`config.mk`:
```
export PLATFORM = sky130hd
export DESIGN_NAME = shift_word
export DESIGN_NICKNAME = d
export VERILOG_FILES = /design/src/rtl/shift_word.sv
export SDC_FILE = /design/constraint.sdc
export NUM_CORES = 1
export LEC_CHECK = 0
export ABC_AREA = 1
export ABC_CLOCK_PERIOD_IN_PS = 1250
export BUFFER_PORTS_ARGS = -buffer_cell sky130_fd_sc_hd__buf_2
export CORE_MARGIN = 2
export CORE_UTILIZATION = 30
export DETAILED_ROUTE_END_ITERATION = 16
export RECOVER_POWER = 25
export REMOVE_ABC_BUFFERS = 1
export SLEW_MARGIN = 20
export SYNTH_ARGS = -nofsm -noshare
export SYNTH_HDL_FRONTEND = slang
export SYNTH_SLANG_ARGS = --single-unit
```
`constraint.sdc`:
```
create_clock -name clk -period 1.25 [get_ports clk]
set_input_delay 0.25 -clock clk [delete_from_list [all_inputs] [get_ports clk]]
set_output_delay 0.25 -clock clk [all_outputs]
set_load 0.005 [all_outputs]
```
`src/rtl/shift_word.sv`:
```
// shift_word: serial<->parallel shift engine for bit-serial links.
//
// Serial bits shift in and out one per cycle while enable is high. A bit
// counter marks word boundaries. Each completed word goes to a valid/ready
// parallel output. The transmit word can be preloaded in parallel. The bit
// order is selectable. A sticky flag records any completed word that was
// dropped because the consumer had not taken the previous one.
//
// Parameters
//   WIDTH      word width in bits (2..32)
//   MSB_FIRST  0: shift toward bit 0 (LSB first), 1: shift toward bit WIDTH-1
//   INIT       shift register value after reset
//
// Ports
//   clk         in   clock, all logic on posedge
//   reset       in   synchronous active-high reset
//   enable      in   shift one bit this cycle
//   in          in   serial data in, sampled when enable=1
//   out         out  serial data out, shift register end bit (combinational)
//   load        in   parallel preload request (priority over enable)
//   load_value  in   value written to the shift register on load
//   bit_count   out  bits shifted into the current word
//   word_out    out  last completed received word
//   word_valid  out  word_out holds an unconsumed word
//   word_ready  in   consumer accepts word_out when word_valid=1
//   overrun     out  sticky: a completed word was dropped
module shift_word #(
  parameter int              WIDTH     = 8,
  parameter bit              MSB_FIRST = 1'b0,
  parameter logic [WIDTH-1:0] INIT     = 'hAA,
  localparam int             CW        = $clog2(WIDTH)
) (
  input  logic             clk,
  input  logic             reset,
  input  logic             enable,
  input  logic             in,
  output logic             out,
  input  logic             load,
  input  logic [WIDTH-1:0] load_value,
  output logic [CW-1:0]    bit_count,
  output logic [WIDTH-1:0] word_out,
  output logic             word_valid,
  input  logic             word_ready,
  output logic             overrun
);

  localparam logic [CW-1:0] LAST_BIT = CW'(WIDTH - 1);

  logic [WIDTH-1:0] sreg_q, sreg_d;
  logic [CW-1:0]    cnt_q, cnt_d;
  logic [WIDTH-1:0] word_q, word_d;
  logic             valid_q, valid_d;
  logic             ovr_q, ovr_d;

  logic [WIDTH-1:0] shifted;
  logic             complete;

  // Shift direction is fixed at elaboration. The serial output is the bit
  // that leaves the register on the next shift.
  generate
    if (MSB_FIRST) begin : g_msb
      assign shifted = {sreg_q[WIDTH-2:0], in};
      assign out     = sreg_q[WIDTH-1];
    end else begin : g_lsb
      assign shifted = {in, sreg_q[WIDTH-1:1]};
      assign out     = sreg_q[0];
    end
  endgenerate

  // A load takes priority over a shift. A load therefore never completes a
  // word, and the partial word it replaces is discarded.
  assign complete = enable && !load && (cnt_q == LAST_BIT);

  always_comb begin
    sreg_d  = sreg_q;
    cnt_d   = cnt_q;
    word_d  = word_q;
    valid_d = valid_q;
    ovr_d   = ovr_q;

    if (load) begin
      sreg_d = load_value;
      cnt_d  = '0;
    end else if (enable) begin
      sreg_d = shifted;
      cnt_d  = complete ? '0 : cnt_q + 1'b1;
    end

    // Consumption frees the output slot. A completion in the same cycle can
    // refill it immediately.
    if (valid_q && word_ready) begin
      valid_d = 1'b0;
    end

    if (complete) begin
      if (!valid_q || word_ready) begin
        word_d  = shifted;
        valid_d = 1'b1;
      end else begin
        ovr_d = 1'b1;
      end
    end
  end

  always_ff @(posedge clk) begin
    if (reset) begin
      sreg_q  <= INIT;
      cnt_q   <= '0;
      word_q  <= '0;
      valid_q <= 1'b0;
      ovr_q   <= 1'b0;
    end else begin
      sreg_q  <= sreg_d;
      cnt_q   <= cnt_d;
      word_q  <= word_d;
      valid_q <= valid_d;
      ovr_q   <= ovr_d;
    end
  end

  assign bit_count  = cnt_q;
  assign word_out   = word_q;
  assign word_valid = valid_q;
  assign overrun    = ovr_q;

endmodule
```
==> impl_results.md <==
- First-pass GRT wire length: 3.35 mm
- Max clock buf depth: 2
- Status: completed
- Slowest cell on the critical path: dfxtp_2
- Clock transition at path regs: 0.12 ns
- Max Cap Violations: 0
- Congestion Overflow GR: 0
- #FFs+latches synth: 21
- Post-route ant nets: 0
- Max VDD drop: 0.732 mV
- Post-synth EDFFs: 0
- Synth top area share: 42.8%
- Final WL: 1.96 mm
- Ranking of synthesized cells by area: dfxtp_1 43%, nand2_1 13%, nor2_1 7.3%
- Pin count of the biggest net entering global routing: 15
- Final Skew: 0.00194 ns
- DIE WIDTH: 61.2 um
- Crit end category: flip-flop
- Area delta synth->final: 22.2%
- CP max FO: 8
- Clock Latency Late Sink: 0.30 ns
- Crit-path cells: ha_2 -> ha_4 -> nand3_4 -> nor2_4 -> nor2_1 -> nor2_1
- Placer Congestion: 0.742
- Fin crit share: 93.0%
- Cell taking the most area after synthesis: dfxtp_1
- Initial antenna violation count: 0
- DR vias: 869
- Hpwl dp: 1.55 mm
- Reg2Reg Setup Slack: 0.09 ns
- Die Y: 61.2 um
- I/O pin count: 28
- Die ar.: 3750 um2
- Cell count after synthesis: 129
- Final Core Density: 39.0%
- I/O Buffers: 27
- Final Hold Vio Count: 0
- Core area: 3080 um2
- WP depth: 6
- Area of the mapped netlist: 982 um2
- Worst-Margin Slew: 0.487 ns
- Register area share after synthesis: 42.8%
- Share of layout cells above drive strength 1: 28.7%
- FF-to-FF End: word_out[1]
- Worst EP arrival: 1.41 ns
- Hold WC Path Type: primary input to flip-flop
- DRC errors left: 0
- RR Startpoint: bit_count[0]
- Synthesized area per cell: 7.61 um2
- Vias in the first global route: 811
- Leak pwr: 0.616 nW
- Wire per inst: 9.62 um
- WS Path Type: flip-flop to flip-flop
- Most used cell, CP: nor2_1
- Final Slew Violations: 0
- Vias per inst: 4.26
- Clock sinks: 21
- Synth warnings: 0
- Crit-path max cell delay: 0.35 ns
- Cts bufs inserted: 3
- Delay-heaviest family, CP: simple AND/OR/NAND/NOR gates
- Worst Setup Start Kind: flip-flop
- PwrDens: 971 nW/um2
- # diodes: 0
- Distinct cells, synth: 19
- Worst slew margin: 67.4%
- Worst Path Required: 1.50 ns
- H-tree Lvls: 1
- WP buf/inv: 0
- Cell Rows: 20
- FMAX: 860 MHz
- Final Critical Period: 1.16 ns
- Worst setup endpoint: word_out[1]
- Initial DRC count: 24
- Final setup violation count: 0
- CTS tree: built
- Critical path origin: bit_count[0]
- Drt first pass iters: 4
- Async SR Flop Fraction: 0%
- Initial Utilization: 31.9%
- Final net count: 177
- R2R depth: 6
- GRT Resource Usage Total: 11.8%
- Clk root buf: clkbuf_4
- Primary FF master, synth: dfxtp_1
- Fin Hold WS: 0.163 ns
[registers in the layout, indices dropped and copies added (netlist names)]
register	cells
sreg_q	8
word_out	8
bit_count	3
overrun	1
word_valid	1
[repair_timing]
item / in CTS / in global routing
buffers inserted: 1 / 0
endpoints found under the setup margin: 2 / 8
gates resized for setup: 3 / 2
pin swaps: 1 / 3
hold buffers: 0 / 0
[routing by layer]
layer  vias to the layer above  wire length, um  GRT usage [%]
li1                        470                -              -
met3                         2              125           4.41
met4                         0               10           1.86
met2                        28              862           18.8
met5                         -                0              0
met1                       369              964           15.7
[worst min-delay path by stage]
stage / endpoint / cells past startpoint / startpoint / slack [ns]
2_1_floorplan: word_valid / 1 / reset / 0.32
3_3_place_gp: overrun / 2 / overrun / 0.46
3_5_place_dp: overrun / 2 / overrun / 0.46
4_1_cts: sreg_q[7] / 3 / load_value[7] / 0.15
5_1_grt: sreg_q[7] / 3 / load_value[7] / 0.14
6_report: sreg_q[7] / 3 / load_value[7] / 0.16
[power by group]
group | internal, mW | switching, mW | total [mW]
clock network | 0.119 | 0.208 | 0.327
logic | 0.0538 | 0.0790 | 0.133
registers | 0.691 | 0.0141 | 0.705
total | 0.864 | 0.301 | 1.17
[cell usage in the layout, fill, tap and decap left out, types with 2 or more instances in the layout]
master | synthesis | routed
inv_1 | 16 | 16
nand2_1 | 34 | 34
inv_4 | 2 | 2
o211ai_1 | 0 | 2
nand4_1 | 8 | 8
dfxtp_1 | 21 | 19
nand3_1 | 6 | 6
dfxtp_2 | 0 | 2
a21oi_1 | 7 | 7
nor2_1 | 19 | 20
buf_2 | 3 | 26
clkbuf_4 | 0 | 3
buf_4 | 1 | 5
[worst min-delay path, stage by stage]
cell,delay [ns]
buf_2,0.07
a21oi_1,0.06
o211ai_2,0.05
[synthesized netlist by cell type (2+ instances only)]
| library cell | count |
|---|---|
| nand4_1 | 8 |
| a21oi_1 | 7 |
| nand2_1 | 34 |
| nand3_1 | 6 |
| buf_2 | 3 |
| dfxtp_1 | 21 |
| o211ai_2 | 3 |
| nor2_1 | 19 |
| ha_1 | 2 |
| inv_1 | 16 |
| inv_4 | 2 |
[stage by stage]
stage                     setup slack, ns  TNS [ns]  instance area (um2)  total power [mW]  cells
after floorplan                   -0.0436    -0.349                  940             0.797    124
after global placement             0.0833         0                 1160             0.853    199
after detailed placement         -0.00999  -0.00999                 1160             0.857    199
after CTS                          0.0116         0                 1200              1.19    204
after global routing             -0.00367  -0.00367                 1200              1.24    204
final                              0.0876         0                 1200              1.17    204
[layout make-up]
class                           count  area [um2]
Fill cell                         314        1880
Clock inverter                      1        5.00
Timing Repair Buffer               32         173
Sequential cell                    21         423
Tap cell                           44        55.1
Clock buffer                        3        22.5
Inverter                           18        72.6
Multi-Input combinational cell     85         449
[logic make-up after synthesis]
group | synth area share [%]
AOI/OAI and AO/OA | 8.15
adders and majority gates | 2.55
buffers and inverters | 11.7
DFF | 42.8
and+or+nand+nor | 34.8
Power figures use the tool's default switching activity.
